`src/rtl/exe_issue_ctrl_pkg.sv`:
```
// Shared types for the EXE issue controller: FSM state encoding, forwarding select codes,
// scoreboard entry layout and the default register index width.
package exe_issue_ctrl_pkg;

  localparam int unsigned RegIdxW = 5;

  typedef enum logic [1:0] {
    StRun   = 2'd0,
    StStall = 2'd1,
    StBusy  = 2'd2,
    StFlush = 2'd3
  } state_e;

  typedef enum logic [1:0] {
    FwdRf  = 2'd0,
    FwdExe = 2'd1,
    FwdMem = 2'd2
  } fwd_sel_e;

  typedef struct packed {
    logic               valid;
    logic [RegIdxW-1:0] rd;
    logic               is_load;
  } sb_entry_t;

  // Per-source result of the scoreboard lookup.
  typedef struct packed {
    logic     hazard;
    fwd_sel_e sel;
  } src_chk_t;

endpackage

```
`src/rtl/exe_hazard_sb.sv`:
```
// In-flight destination scoreboard plus per-source hazard / forwarding lookup.
// sb[0] is the instruction in EXE, older entries follow (MEM, WB, ...).
// Optional feature macro: EXE_FWD_EN (forwarding; only load-use in EXE stalls).
// Ports:
//   clk, rstl         clock, synchronous active-high reset
//   shift_en_i        advance the scoreboard (low while EXE is busy)
//   clr_head_i        force the new/held sb[0] entry invalid (redirect)
//   wr_valid_i        write a valid entry into sb[0] on this shift
//   wr_rd_i/load_i    destination and load flag of the entry written
//   rs1_*/rs2_*       source indices and read-enables of the decoded instruction
//   hz_rs*_o          source must stall
//   sel_rs*_o         forwarding select for the source
module exe_hazard_sb
  import exe_issue_ctrl_pkg::*;
#(
  parameter int unsigned INFLIGHT_DEPTH = 3
) (
  input  logic               clk,
  input  logic               rstl,
  input  logic               shift_en_i,
  input  logic               clr_head_i,
  input  logic               wr_valid_i,
  input  logic [RegIdxW-1:0] wr_rd_i,
  input  logic               wr_load_i,
  input  logic [RegIdxW-1:0] rs1_i,
  input  logic               rs1_used_i,
  input  logic [RegIdxW-1:0] rs2_i,
  input  logic               rs2_used_i,
  output logic               hz_rs1_o,
  output logic               hz_rs2_o,
  output fwd_sel_e           sel_rs1_o,
  output fwd_sel_e           sel_rs2_o
);

  sb_entry_t sb_q [INFLIGHT_DEPTH];
  sb_entry_t sb_d [INFLIGHT_DEPTH];
  src_chk_t  chk_rs1, chk_rs2;

  always_comb begin
    for (int i = 0; i < int'(INFLIGHT_DEPTH); i++) sb_d[i] = sb_q[i];
    if (shift_en_i) begin
      for (int i = int'(INFLIGHT_DEPTH) - 1; i > 0; i--) sb_d[i] = sb_q[i-1];
      sb_d[0] = '{valid: wr_valid_i, rd: wr_rd_i, is_load: wr_load_i};
    end
    // A redirect kills the slot behind the branch even while the pipe is frozen.
    if (clr_head_i) sb_d[0].valid = 1'b0;
  end

  always_ff @(posedge clk) begin
    if (rstl) begin
      sb_q <= '{default: '0};
    end else begin
      sb_q <= sb_d;
    end
  end

  function automatic src_chk_t check_src(logic [RegIdxW-1:0] src, logic used);
    src_chk_t r;
    r.hazard = 1'b0;
    r.sel    = FwdRf;
`ifdef EXE_FWD_EN
    // Walk oldest to youngest so the youngest match is the one that sticks.
    for (int i = int'(INFLIGHT_DEPTH) - 1; i >= 0; i--) begin
      if (used && (src != '0) && sb_q[i].valid && (sb_q[i].rd == src)) begin
        r.hazard = (i == 0) && sb_q[i].is_load;
        r.sel    = (i == 0) ? FwdExe : ((i == 1) ? FwdMem : FwdRf);
      end
    end
`else
    for (int i = 0; i < int'(INFLIGHT_DEPTH); i++) begin
      if (used && (src != '0) && sb_q[i].valid && (sb_q[i].rd == src)) r.hazard = 1'b1;
    end
`endif
    return r;
  endfunction

  always_comb begin
    chk_rs1 = check_src(rs1_i, rs1_used_i);
    chk_rs2 = check_src(rs2_i, rs2_used_i);
  end

  assign hz_rs1_o  = chk_rs1.hazard;
  assign hz_rs2_o  = chk_rs2.hazard;
  assign sel_rs1_o = chk_rs1.sel;
  assign sel_rs2_o = chk_rs2.sel;

`ifndef EXE_FWD_EN
  // Load flag only matters when forwarding is built in.
  logic [INFLIGHT_DEPTH-1:0] unused_is_load;
  for (genvar g = 0; g < INFLIGHT_DEPTH; g++) begin : g_unused
    assign unused_is_load[g] = sb_q[g].is_load;
  end
`endif

endmodule

```
`src/rtl/exe_issue_ctrl.sv`:
```
// Issue/hazard controller in front of the EXE stage: issues, stalls (RAW hazard / EXE busy)
// or kills (redirect) the decoded instruction each cycle.
// Optional feature macro: EXE_FWD_EN (forwarding selects driven, only load-use stalls).
// Ports:
//   clk, rstl                    clock, synchronous active-high reset
//   dec_valid_i / dec_ready_o    decode handshake
//   dec_rs*_i, dec_rs*_used_i    source indices and read-enables
//   dec_rd_i, dec_rd_wen_i       destination and write-enable
//   dec_is_load_i                instruction is a load
//   exe_busy_i                   EXE in a multi-cycle op
//   flush_from_exe               one-cycle redirect pulse
//   exe_issue_o                  registered issue strobe into EXE
//   fwd_rs*_sel_o                registered forwarding selects (0 RF, 1 EXE, 2 MEM)
//   state_o                      FSM state for debug
module exe_issue_ctrl
  import exe_issue_ctrl_pkg::*;
#(
  parameter int unsigned REG_IDX_W      = RegIdxW,
  parameter int unsigned INFLIGHT_DEPTH = 3,
  parameter int unsigned FLUSH_BUBBLES  = 2
) (
  input  logic                 clk,
  input  logic                 rstl,
  input  logic                 dec_valid_i,
  output logic                 dec_ready_o,
  input  logic [REG_IDX_W-1:0] dec_rs1_i,
  input  logic                 dec_rs1_used_i,
  input  logic [REG_IDX_W-1:0] dec_rs2_i,
  input  logic                 dec_rs2_used_i,
  input  logic [REG_IDX_W-1:0] dec_rd_i,
  input  logic                 dec_rd_wen_i,
  input  logic                 dec_is_load_i,
  input  logic                 exe_busy_i,
  input  logic                 flush_from_exe,
  output logic                 exe_issue_o,
  output logic [1:0]           fwd_rs1_sel_o,
  output logic [1:0]           fwd_rs2_sel_o,
  output logic [1:0]           state_o
);

  state_e     state_q;
  logic [1:0] flush_cnt_q;
  logic       issue_q;
  fwd_sel_e   sel_rs1_q, sel_rs2_q;

  logic       hz_rs1, hz_rs2, hazard, run_like, issue, wr_valid;
  fwd_sel_e   sel_rs1, sel_rs2;

  exe_hazard_sb #(
    .INFLIGHT_DEPTH(INFLIGHT_DEPTH)
  ) u_sb (
    .clk       (clk),
    .rstl      (rstl),
    .shift_en_i(!exe_busy_i),
    .clr_head_i(flush_from_exe),
    .wr_valid_i(wr_valid),
    .wr_rd_i   (RegIdxW'(dec_rd_i)),
    .wr_load_i (dec_is_load_i),
    .rs1_i     (RegIdxW'(dec_rs1_i)),
    .rs1_used_i(dec_rs1_used_i),
    .rs2_i     (RegIdxW'(dec_rs2_i)),
    .rs2_used_i(dec_rs2_used_i),
    .hz_rs1_o  (hz_rs1),
    .hz_rs2_o  (hz_rs2),
    .sel_rs1_o (sel_rs1),
    .sel_rs2_o (sel_rs2)
  );

  always_comb begin
    run_like = (state_q == StRun) || (state_q == StStall);
    hazard   = hz_rs1 || hz_rs2;
    issue    = run_like && dec_valid_i && !hazard && !exe_busy_i && !flush_from_exe;
    // x0 and non-writing instructions never occupy the scoreboard.
    wr_valid = issue && dec_rd_wen_i && (dec_rd_i != '0);
    // During a redirect decode is drained: accepted but killed.
    dec_ready_o = !rstl && (flush_from_exe || (state_q == StFlush) ||
                            (run_like && !exe_busy_i && !hazard));
  end

  always_ff @(posedge clk) begin
    if (rstl) begin
      state_q     <= StRun;
      flush_cnt_q <= '0;
      issue_q     <= 1'b0;
      sel_rs1_q   <= FwdRf;
      sel_rs2_q   <= FwdRf;
    end else begin
      issue_q   <= issue;
      sel_rs1_q <= issue ? sel_rs1 : FwdRf;
      sel_rs2_q <= issue ? sel_rs2 : FwdRf;
      if (flush_from_exe) begin
        state_q     <= StFlush;
        flush_cnt_q <= 2'(FLUSH_BUBBLES - 1);
      end else begin
        unique case (state_q)
          StFlush: begin
            if (flush_cnt_q == '0) state_q <= StRun;
            else                   flush_cnt_q <= flush_cnt_q - 2'd1;
          end
          StBusy: begin
            if (!exe_busy_i) state_q <= StRun;
          end
          StRun, StStall: begin
            if (exe_busy_i)                  state_q <= StBusy;
            else if (dec_valid_i && hazard)  state_q <= StStall;
            else                             state_q <= StRun;
          end
        endcase
      end
    end
  end

  assign exe_issue_o   = issue_q;
  assign fwd_rs1_sel_o = sel_rs1_q;
  assign fwd_rs2_sel_o = sel_rs2_q;
  assign state_o       = state_q;

endmodule
```
`config.mk`:
```
export PLATFORM = sky130hd
export DESIGN_NAME = exe_issue_ctrl
export DESIGN_NICKNAME = d
export VERILOG_FILES = /design/src/rtl/exe_issue_ctrl_pkg.sv /design/src/rtl/exe_hazard_sb.sv /design/src/rtl/exe_issue_ctrl.sv
export SDC_FILE = /design/constraint.sdc
export NUM_CORES = 1
export LEC_CHECK = 0
export BUFFER_PORTS_ARGS = -buffer_cell sky130_fd_sc_hd__buf_2
export CORE_MARGIN = 10
export CORE_UTILIZATION = 45
export CTS_CLUSTER_SIZE = 30
export DETAILED_ROUTE_END_ITERATION = 6
export PLACE_DENSITY = 0.69
export SYNTH_ARGS = -nofsm -noshare
export SYNTH_HDL_FRONTEND = slang
export SYNTH_SLANG_ARGS = --single-unit
```
`constraint.sdc`:
```
create_clock -name clk -period 3.6 [get_ports clk]
set_clock_uncertainty 0.05 [all_clocks]
set_input_delay 1.08 -clock clk [delete_from_list [all_inputs] [get_ports clk]]
set_output_delay 1.08 -clock clk [all_outputs]
set_load 0.02 [all_outputs]
```
**Word level (Yosys, flattened, before mapping)**

Index checks and enable logic that the tools add are counted.

- Flip-flop bits (word level): 23
- Input bits: 24
- Output and inout port bits: 8
- Word-level logic and storage cells: 82

- Add/sub/neg operators: 1
- Eq/ne operators: 12
- Multiplexer cells: 15
- Bitwise operators: 1
- Reductions and logical operators: 43

Operators by type and width:

| operator | count |
|---|---|
| == test 5 bit | 6 |
| logical AND 1 bit | 24 |
| nonzero test 5 bit | 3 |
| two-way mux 1 bit | 10 |
| two-way mux 2 bit | 4 |
| one-hot mux 2 bit (3 select lines) | 1 |
| AND reduction 2 bit | 3 |
| == test 2 bit (second input constant) | 2 |
| zero test 1 bit | 4 |
| zero test 2 bit | 2 |
| logical OR 1 bit | 4 |
| OR reduction 2 bit | 2 |
| != test 3 x 2 -> 1 bit (second input constant) | 1 |
| != test 3 bit (second input constant) | 1 |
| == test 2 x 1 -> 1 bit (second input constant) | 1 |
| != test 2 bit (second input constant) | 1 |
| nonzero test 2 bit | 1 |
| subtractor 2 x 1 -> 2 bit (second input constant) | 1 |
| NOT 1 bit | 1 |

**Longest topological paths before layout**

Gate-level depths: netlist of run 1.

- Word-level depth: 14
- Mapped depth: 6
- Gate-level depth less buffers: 6

**Modules after synthesis**

Synthesis of run 1 repeated with hierarchy kept, for this count alone.

- Cells, all modules: 151
- Area, all modules: 1420.1 µm²

By module, submodules not included:

| module | times used | cells an instance | area an instance (µm²) | sequential area each (µm²) |
|---|---|---|---|---|
| exe_hazard_sb | 1 | 111 | 1047.3 | 360.3 |
| exe_issue_ctrl | 1 | 40 | 372.9 | 180.2 |

**Worst setup path before layout of run 1**

Ideal clock, no wire load.

- Kind: input -> output
- Start: input port dec_rs2_i[0]
- End: output port dec_ready_o
- Data arrival time: 2.376 ns
- Data required time: 2.470 ns
- Path slack: 0.094 ns
- Stages on the path: 5
- Path buffers: 0
- Cells stage by stage: or4_1 o21ai_1 a31oi_1 or2_4 o22ai_1

- Word-level cells in the longest chain between the ends: 12
- Elaborated cells between the ends (all ways): 19
- Those cells by class: eq/ne: 3; mux: 3; reduce/logical: 13

RTL lines:

| what | line | RTL |
|---|---|---|
| from (decl) | exe_issue_ctrl.sv:28 | `input logic [REG_IDX_W-1:0] dec_rs2_i,` |
| nonzero test 5 bit | exe_hazard_sb.sv:71 | `if (used && (src != '0) && sb_q[i].valid && (sb_q[i].rd == src)) r.hazard = 1'b1;` |
| logical AND 1 bit (3 in series) | exe_hazard_sb.sv:71 |  |
| two-way mux 1 bit (2 in series) | exe_hazard_sb.sv:71 |  |
| two-way mux 1 bit * | exe_hazard_sb.sv:71 |  |
| logical OR 1 bit * | exe_issue_ctrl.sv:71 | `hazard = hz_rs1 \|\| hz_rs2;` |
| zero test 1 bit * | exe_issue_ctrl.sv:77 | `(run_like && !exe_busy_i && !hazard));` |
| logical AND 1 bit * | exe_issue_ctrl.sv:77 |  |
| logical OR 1 bit * | exe_issue_ctrl.sv:76 | `dec_ready_o = !rstl && (flush_from_exe \|\| (state_q == StFlush) \|\|` |
| logical AND 1 bit * | exe_issue_ctrl.sv:76 |  |
| to (decl) | exe_issue_ctrl.sv:25 | `output logic dec_ready_o,` |

Every way passes the cells marked *; elsewhere a longest branch is shown, timed or not.

**Final worst setup path of run 1**

- Start: input port dec_rs1_i[4]
- End: output port dec_ready_o

- Word-level cells in the longest chain between the ends: 12
- Elaborated cells between the ends (all ways): 19
- Those cells by class: eq/ne: 3; mux: 3; reduce/logical: 13

RTL lines:

| what | line | RTL |
|---|---|---|
| from (decl) | exe_issue_ctrl.sv:26 | `input logic [REG_IDX_W-1:0] dec_rs1_i,` |
| nonzero test 5 bit | exe_hazard_sb.sv:71 |  |
| logical AND 1 bit (3 in series) | exe_hazard_sb.sv:71 |  |
| two-way mux 1 bit (2 in series) | exe_hazard_sb.sv:71 |  |
| two-way mux 1 bit * | exe_hazard_sb.sv:71 |  |
| logical OR 1 bit * | exe_issue_ctrl.sv:71 |  |
| zero test 1 bit * | exe_issue_ctrl.sv:77 |  |
| logical AND 1 bit * | exe_issue_ctrl.sv:77 |  |
| logical OR 1 bit * | exe_issue_ctrl.sv:76 |  |
| logical AND 1 bit * | exe_issue_ctrl.sv:76 |  |

Marks and branches as above.

==> summary.md, run 1 <==
| Metric | Value |
|---|---|
| CTS H-tree lvls | `1` |
| Min Hold Slack | `488 ps` |
| Depth of the critical timing path with buffers and inverters included | `7` |
| Relative area change from synthesis to final layout | `20.5%` |
| Setup crit end kind | `primary output` |
| Number of hold violations in the final report | `0` |
| Wirelength, routed | `3090 um` |
| Maximum vdd drop | `0.000379 V` |
| Buffer depth of the longest clock path | `2` |
| Crit path max-delay cell type | `sky130_fd_sc_hd__or4_1` |
| Starting DRT DRC Count | `72` |
| Gate count of the mapped netlist | `143` |
| Net load switching power | `144 uW` |
| Antenna Cells | `0` |
| Number of distinct library cells after synthesis | `25` |
| Proportion of total power due to net switching | `29.1%` |
| Cell area after synthesis | `1270 um^2` |
| Clock network latency to the later pin of the worst-skew pair | `310 ps` |
| Height of the chip | `73.2 um` |
| Power, Total | `495 uW` |
| Root cell of the clock tree | `sky130_fd_sc_hd__clkbuf_4` |
| Via count of the first global-routing pass | `1131` |
| R2R depth | `7` |
| Cells on Worst Hold Path | `2` |
| Hold Crit Class | `flip-flop to flip-flop` |
| Crit path DAT | `2440 ps` |
| Number of clock sinks | `23` |
| Die area | `5360 um^2` |
| Pre-Repair DR Iteration Count | `4` |
| Layout cell share with drive strength beyond 1 | `25.0%` |
| Buffering stage count on the worst path with inverters included | `2` |
| Antenna violations before repair | `0` |
| Filler cell count in the final layout | `252` |
| Top-Level Pins | `32` |
| Count of yosys warnings during synthesis | `0` |
| Mean post-synth cell area | `8.91 um^2` |
| Power density over cell area | `322 nW/um^2` |
| Row count | `19` |
| Placed wire-length estimate after detailed placement | `2360 um` |
| Maximum fanout encountered on the critical timing path | `2` |
| Global placement routability congestion | `0.875` |
| Starting density of the core | `46.6%` |
| Crit Path Category | `primary input to primary output` |
| Share of synthesized area occupied by flip-flops and latches | `36.1%` |
| # setup viols final | `0` |
| Residual antenna-violating net count after detailed routing | `0` |
| Sequential group share of total power | `55.4%` |
| Relative contribution of the clock network to total power | `24.7%` |
| Core region area | `2730 um^2` |
| Buffers added on ports | `26` |
| Post-route DRC violation count | `0` |
| Aggregate global-route resource usage | `11.5%` |
| Routed wire per std cell | `14.9 um` |
| Number of pins with negative max-slew slack in the final report | `0` |
| Achievable clock frequency | `0.280 GHz` |
| Cell internal power dissipation | `351 uW` |
| Setup repair after global routing missed its margin | `no` |
| Register bit count reported by yosys | `23` |
| Worst endpoint required time | `2470 ps` |
| Clock tree from TritonCTS | `built` |
| Outcome | `completed` |
| Critical path startpoint category | `primary input` |
| Total clock buffers created by CTS | `3` |
| Clock slew at reported path FFs | `130 ps` |
| Via density per instance | `5.20` |
| Worst path cell trace | `buf_2 -> or4_1 -> o21ai_1 -> a31oi_1 -> or2_4 -> o22ai_2 -> buf_6` |
| Number of buffers inserted by hold repair at cts | `0` |
| Largest stage delay on the critical path | `530 ps` |
| Combinational Power Share | `19.9%` |
| Maximum Capacitance Violations | `0` |
| Final period util | `99.3%` |
| Cell family with most CP delay | `simple AND/OR/NAND/NOR gates` |
| Wire length of the first global-routing pass | `4970 um` |
| Maximum number of pins on one net before global-route repair | `25` |
| Leakage power summed over all cells | `0.000728 uW` |
| Final worst path period need | `3570 ps` |
| Vias | `1077` |
| Width of the die | `73.2 um` |
| Remaining global-route overflow | `0` |
| Number of nets in the finished design | `202` |
==> cell families (layout without fill, tap and decap cells) <==
kind of cell | count (synthesis) | count (layout) | synth area share, %
AND/OR/NAND/NOR | 48 | 48 | 17.4
XOR/XNOR | 31 | 31 | 21.3
flip-flops | 23 | 23 | 36.1
multiplexers | 17 | 17 | 13.4
AO/OA/AOI/OAI | 11 | 11 | 6.09
buffers and inverters | 11 | 41 | 4.42
adder cells (fa/ha/maj) | 1 | 1 | 0.982
other | 1 | 4 | 0.294
==> power groups by stage <==
stage / clock, uW / combinational, uW / sequential, uW
CTS: 124 / 93.1 / 274
finish: 122 / 98.7 / 274
global placement: 0 / 89.1 / 279
detailed placement: 0 / 91.2 / 280
global route: 140 / 108 / 276
floorplan: 0 / 56.6 / 279
==> worst paths after layout <==
path / from / endpoint / slack, ps
setup / recovery: dec_rs1_i[4] / dec_ready_o / 30
hold / removal: flush_cnt_q[1]$_SDFFE_PP0P_ / flush_cnt_q[1]$_SDFFE_PP0P_ / 490
setup reg to reg: u_sb.sb_q[10]$_SDFFE_PP0N_ / state_o[0]$_SDFFE_PP0P_ / 1920
hold reg to reg: flush_cnt_q[1]$_SDFFE_PP0P_ / flush_cnt_q[1]$_SDFFE_PP0P_ / 490
==> tightest hold or removal path, cell delays in order, from the launching register on <==
cell,delay (ps)
sky130_fd_sc_hd__dfxtp_1,330
sky130_fd_sc_hd__nor2_1,100
sky130_fd_sc_hd__a2111oi_0,70
==> stage by stage <==
| step | setup TNS [ps] | util [%] | std cells | setup slack (ps) | cell area, um^2 |
|---|---|---|---|---|---|
| final | 0 | 56.2 | 207 | 25.5 | 1540 |
| after global routing | 0 | 56.2 | 207 | 0.400 | 1540 |
| after detailed placement | -52.3 | 53.5 | 202 | -52.3 | 1460 |
| after global placement | -25.6 | 53.5 | 202 | -25.6 | 1460 |
| after floorplan | 0 | - | 146 | 93.7 | 1280 |
| after CTS | 0 | 54.9 | 206 | 5.11 | 1500 |
==> state kept, by name, indices dropped and copies added, names as in the netlist <==
signal	flops
u_sb.sb_q	18
flush_cnt_q	2
state_o	2
exe_issue_o	1
==> final cells by class <==
cell class	count	area (um^2)	area share [%]
Clock buffer	3	22.5	1.47
Clock inverter	1	7.51	0.489
Inverter	3	11.3	0.733
Multi-Input combinational cell	112	795	51.8
Sequential cell	23	460	30.0
Tap cell	31	38.8	2.53
Timing Repair Buffer	34	200	13.0
==> layout by cell type, fill, tap and decap left out <==
cell / instances
sky130_fd_sc_hd__or2_4: 1
sky130_fd_sc_hd__a31oi_1: 2
sky130_fd_sc_hd__clkbuf_4: 3
sky130_fd_sc_hd__a41o_1: 1
sky130_fd_sc_hd__clkinvlp_4: 1
sky130_fd_sc_hd__buf_2: 25
sky130_fd_sc_hd__mux2i_1: 17
sky130_fd_sc_hd__nor2_1: 27
sky130_fd_sc_hd__inv_1: 3
sky130_fd_sc_hd__nor4_1: 4
sky130_fd_sc_hd__o22ai_2: 1
sky130_fd_sc_hd__buf_6: 2
sky130_fd_sc_hd__xor2_1: 23
sky130_fd_sc_hd__xnor2_1: 7
sky130_fd_sc_hd__o21ai_1: 2
sky130_fd_sc_hd__nor4_2: 2
sky130_fd_sc_hd__a21oi_1: 2
sky130_fd_sc_hd__nand2_1: 3
sky130_fd_sc_hd__dfxtp_1: 23
sky130_fd_sc_hd__a2111oi_0: 1
sky130_fd_sc_hd__or4_1: 3
sky130_fd_sc_hd__o211ai_1: 1
sky130_fd_sc_hd__nand3_1: 8
sky130_fd_sc_hd__buf_4: 7
sky130_fd_sc_hd__conb_1: 4
sky130_fd_sc_hd__o31ai_2: 1
sky130_fd_sc_hd__xor2_2: 1
sky130_fd_sc_hd__ha_1: 1
==> routing by layer <==
| metal | wire [um] | vias up | GRT usage (%) |
|---|---|---|---|
| met1 | 1300 | 504 | 12.6 |
| met3 | 181 | 4 | 4.63 |
| met2 | 1560 | 22 | 19.8 |
| li1 | - | 547 | - |
| met5 | 0 | - | 0 |
| met4 | 45 | 0 | 3.38 |
==> synthesized netlist by cell type <==
master                      instances  area [um^2]
sky130_fd_sc_hd__xor2_1            24          210
sky130_fd_sc_hd__buf_4              4         30.0
sky130_fd_sc_hd__o21ai_1            1         5.00
sky130_fd_sc_hd__conb_1             1         3.75
sky130_fd_sc_hd__o22ai_1            1         6.26
sky130_fd_sc_hd__nor4_1             6         37.5
sky130_fd_sc_hd__nand3_1            8         40.0
sky130_fd_sc_hd__or2_4              1         8.76
sky130_fd_sc_hd__a31oi_1            2         12.5
sky130_fd_sc_hd__inv_1              3         11.3
sky130_fd_sc_hd__buf_1              2         7.51
sky130_fd_sc_hd__nor2_1            27          101
sky130_fd_sc_hd__ha_1               1         12.5
sky130_fd_sc_hd__a21oi_1            2         10.0
sky130_fd_sc_hd__clkbuf_1           2         7.51
sky130_fd_sc_hd__a41o_1             1         10.0
sky130_fd_sc_hd__o21ai_0            1         5.00
sky130_fd_sc_hd__a2111oi_0          1         8.76
sky130_fd_sc_hd__nand2_1            3         11.3
sky130_fd_sc_hd__or4_1              3         22.5
sky130_fd_sc_hd__o31ai_2            1         12.5
sky130_fd_sc_hd__dfxtp_1           23          460
sky130_fd_sc_hd__mux2i_1           17          170
sky130_fd_sc_hd__xnor2_1            7         61.3
sky130_fd_sc_hd__o211ai_1           1         7.51
==> what timing repair did <==
action | in CTS | in global routing
buffers inserted | 0 | 1
gates resized for setup | 3 | 5
endpoints found under the setup margin | 1 | 1
pin swaps | 1 | 7
hold endpoints to repair | 0 | 0
Note: power is estimated with default switching activity, not from simulation.
==> inputs of run 2 (changes only) <==
--- a/config.mk
+++ b/config.mk
@@ -6,11 +6,12 @@
 export NUM_CORES = 1
 export LEC_CHECK = 0
 export BUFFER_PORTS_ARGS = -buffer_cell sky130_fd_sc_hd__buf_2
-export CORE_MARGIN = 10
+export CORE_MARGIN = 4
 export CORE_UTILIZATION = 45
 export CTS_CLUSTER_SIZE = 30
 export DETAILED_ROUTE_END_ITERATION = 6
-export PLACE_DENSITY = 0.69
+export PLACE_DENSITY = 0.68
 export SYNTH_ARGS = -nofsm -noshare
 export SYNTH_HDL_FRONTEND = slang
+export SYNTH_HIERARCHICAL = 1
 export SYNTH_SLANG_ARGS = --single-unit
==> summary.md, run 2 <==
| Metric | Value |
|---|---|
| Power density over cell area | `311 nW/um^2 (-3.5%)` |
| Antenna violations before repair | `0 (unchanged)` |
| Mean post-synth cell area | `9.40 um^2 (+5.6%)` |
| Width of the die | `64.2 um (-12%)` |
| Number of distinct library cells after synthesis | `29 (+16%)` |
| CTS H-tree lvls | `1 (unchanged)` |
| Multiplexer fraction of the synthesized cell area | `12.7% (-0.67 points)` |
| Power, Total | `555 uW (+12%)` |
| Global placement routability congestion | `0.863 (-1.3%)` |
| Clock slew at reported path FFs | `150 ps (+20 ps)` |
| Actual transition at the worst max-transition pin | `876 ps` |
| Synthesized-area fraction occupied by and/or/nand/nor cells | `18.8% (+1.4 points)` |
| Crit Path Category | `primary input to primary output` |
| Clock tree from TritonCTS | `built` |
| Min Hold Slack | `510 ps (+22.2 ps)` |
| Register cell area after layout | `541 um^2 (+17%)` |
| Maximum Capacitance Violations | `0 (unchanged)` |
| Final period util | `101% (+1.6 points)` |
| Core region area | `3030 um^2 (+11%)` |
| Die area | `4120 um^2 (-23%)` |
| Height of the chip | `64.2 um (-12%)` |
| Outcome | `finished, violations left` |
| Root cell of the clock tree | `sky130_fd_sc_hd__clkbuf_4` |
| Maximum fanout encountered on the critical timing path | `2 (unchanged)` |
| Failing checks | `negative setup slack` |
| Number of flops mapped to enable cells by yosys | `0 (unchanged)` |
| Synthesized-area fraction occupied by ao, oa, aoi and oai cells | `4.85% (-1.2 points)` |
| Cell area after synthesis | `1420 um^2 (+11%)` |
| Most frequent cell after synthesis | `sky130_fd_sc_hd__dfxtp_1` |
| Area share of the largest cell type after synthesis | `38.1% (+1.9 points)` |
| Slew headroom | `41.5%` |
| Buffers added on ports | `30 (+15%)` |
| Share of synthesized area occupied by flip-flops and latches | `38.1% (+1.9 points)` |
| Largest reg by FF count | `u_sb/sb_q` |
| Achievable clock frequency | `0.275 GHz (-1.6%)` |
| Filler cell count in the final layout | `255 (+1.2%)` |
| Most used standard cells in the synthesized netlist | `27 x sky130_fd_sc_hd__dfxtp_1, 24 x sky130_fd_sc_hd__xor2_1, 22 x sky130_fd_sc_hd__nor2_1, 18 x sky130_fd_sc_hd__mux2i_1, 7 x sky130_fd_sc_hd__xnor2_1` |
| Combinational family with the most area after synthesis | `XOR/XNOR gates` |
| Maximum vdd drop | `0.000151 V (-60%)` |
| Via count of the first global-routing pass | `1126 (-0.44%)` |
| Worst endpoint required time | `2470 ps (about the same)` |
| R2R depth | `17 (+10)` |
| # placed instances | `226 (+12%)` |
| Leakage power summed over all cells | `0.000838 uW (+15%)` |
| Final cell count without fillers | `238 (+15%)` |
| Wire length of the first global-routing pass | `5130 um (+3.1%)` |
| Count of yosys warnings during synthesis | `6 (+6)` |
| Placed wire-length estimate after detailed placement | `2350 um (-0.76%)` |
| Total clock buffers created by CTS | `3 (unchanged)` |
| Number of clock sinks | `27 (+17%)` |
| Setup crit end kind | `primary output` |
| Number of hold violations in the final report | `0 (unchanged)` |
| Wirelength, routed | `3190 um (+3.1%)` |
| Register bit count reported by yosys | `27 (+17%)` |
| Aggregate global-route resource usage | `15.8% (+4.3 points)` |
| Final worst path period need | `3630 ps (+58.2 ps)` |
| Top area cells in the synthesized netlist | `sky130_fd_sc_hd__dfxtp_1 38%, sky130_fd_sc_hd__xor2_1 15%, sky130_fd_sc_hd__mux2i_1 13%` |
| Top-Level Pins | `32 (unchanged)` |
| Proportion of total power due to net switching | `28.2% (-0.88 points)` |
| Layout cell share with drive strength beyond 1 | `31.4% (+6.4 points)` |
| Pre-Repair DR Iteration Count | `4 (unchanged)` |
| Most common flop cell mapped by yosys | `sky130_fd_sc_hd__dfxtp_1` |
| Cells on Worst Hold Path | `2 (unchanged)` |
| Pre-CTS setup slack | `-92.5 ps (-40.1 ps)` |
| Starting DRT DRC Count | `47 (-35%)` |
| Flip-flop count of the largest register after layout | `18 (unchanged)` |
| Remaining global-route overflow | `0 (unchanged)` |
| Minimum setup slack in the final design | `-32.7 ps (-58.2 ps)` |
| Clock network latency to the later pin of the worst-skew pair | `320 ps (about the same)` |
| Relative area change from synthesis to final layout | `25.6%` |
| Buffer depth of the longest clock path | `2 (unchanged)` |
| Critical path startpoint category | `primary input` |
| # setup viols final | `1 (+1)` |
| Number of buffers inserted by hold repair at cts | `0 (unchanged)` |
| Residual antenna-violating net count after detailed routing | `0 (unchanged)` |
| Sequential group share of total power | `57.7% (+2.3 points)` |
| Xor and xnor fraction of the mapped netlist area | `19.1% (-2.2 points)` |
| Adder and majority cell fraction of the synthesized area | `0.881% (-0.10 points)` |
| FFs w/ async S/R, synth | `0% (unchanged)` |
| Relative contribution of the clock network to total power | `24.0% (-0.7 points)` |
| Antenna Cells | `0 (unchanged)` |
| Commonest cells after routing, fill and taps aside | `27 x sky130_fd_sc_hd__dfxtp_1, 27 x sky130_fd_sc_hd__buf_2, 23 x sky130_fd_sc_hd__xor2_1` |
| Setup repair after global routing missed its margin | `yes` |
| Gate count of the mapped netlist | `151 (+5.6%)` |
| Row count | `20 (+1)` |
| Area of the multi-input gates | `861 um^2 (+8.3%)` |
| Crit path DAT | `2500 ps (+60 ps)` |
| Dominant cell type by area after synthesis | `sky130_fd_sc_hd__dfxtp_1` |
| Combinational Power Share | `18.3% (-1.6 points)` |
| Post-route DRC violation count | `0 (unchanged)` |
| Hold Crit Class | `flip-flop to flip-flop` |
| Via density per instance | `4.85 (-6.7%)` |
| Net load switching power | `157 uW (+8.8%)` |
| Cell internal power dissipation | `399 uW (+14%)` |
| Maximum number of pins on one net before global-route repair | `25 (unchanged)` |
| Routed wire per std cell | `13.4 um (-10%)` |
| Accumulated negative setup slack | `-32.7 ps (-32.7 ps)` |
| Number of nets in the finished design | `220 (+8.9%)` |
| Starting density of the core | `46.9% (+0.31 points)` |
| Vias | `1155 (+7.2%)` |
| Number of pins with negative max-slew slack in the final report | `0 (unchanged)` |
[run 2: cell types whose count changed after synthesis, moves of 2 or more]
cell / change
sky130_fd_sc_hd__a21oi_1: +3
sky130_fd_sc_hd__and2_1: +4
sky130_fd_sc_hd__buf_1: -2
sky130_fd_sc_hd__dfxtp_1: +4
sky130_fd_sc_hd__nand3_1: -3
sky130_fd_sc_hd__nor2_1: -5
[run 2: final cells by class]
cell class	instances	share of cell area (%)
multi-input cells	114	48.2
flip-flops and latches	27	30.3
repair buffers	45	16.0
well taps	44	3.09
clock buffers	3	1.26
inverters	4	0.842
clock inverters	1	0.281
[run 2: routing by layer]
metal / GRT usage, % / wire [um]
met1: 20.3 / 1460
met2: 26.3 / 1600
met3: 2.81 / 109
met4: 5.80 / 19
met5: 0 / 0
[run 2: worst paths after layout]
check                           slack, ps                     endpoint                         from
worst max register to register        890   u_sb/sb_q[20]$_SDFFE_PP0P_   u_sb/sb_q[17]$_SDFFE_PP0P_
worst min-delay path                  510  flush_cnt_q[1]$_SDFFE_PP0P_  flush_cnt_q[1]$_SDFFE_PP0P_
worst max-delay path                  -30                  dec_ready_o                 dec_rs2_i[0]
worst min register to register        510  flush_cnt_q[1]$_SDFFE_PP0P_  flush_cnt_q[1]$_SDFFE_PP0P_
[run 2: kinds of logic after synthesis]
family,after synthesis
xor gates and xnor gates,31
AOI/OAI and AO/OA,11
muxes,18
adders and majority gates,1
buffers and inverters,13
DFF,27
and+or+nand+nor,49
other,1
[run 2: power by group through the flow]
stage / Sequential (uW) / Combinational (uW) / Clock [uW]
after floorplan: 326 / 57.4 / 0
after detailed placement: 326 / 93.2 / 0
final: 320 / 102 / 133
after global placement: 326 / 89.6 / 0
after CTS: 320 / 95.5 / 135
after global routing: 322 / 112 / 152
[run 2: worst max-delay path, cell delays in order]
cell and delay [ps]:
sky130_fd_sc_hd__buf_6 90, sky130_fd_sc_hd__or4_4 530, sky130_fd_sc_hd__o21ai_2 170, sky130_fd_sc_hd__a31oi_2 50, sky130_fd_sc_hd__nor2_2 160, sky130_fd_sc_hd__nand2_1 70
sky130_fd_sc_hd__a31oi_1 170, sky130_fd_sc_hd__buf_4 170
[run 2: timing repair]
item                       4_1_cts  5_1_grt
setup buffers                    6        2
setup endpoints to repair        1        1
resized for setup                3       12
pin swaps                        3       11
[run 2: metrics by stage]
step,area (um^2),utilization [%]
6_report,1780,58.9
5_1_grt,1780,58.9
4_1_cts,1720,56.7
3_5_place_dp,1630,53.8
3_3_place_gp,1630,53.8
2_1_floorplan,1430,-
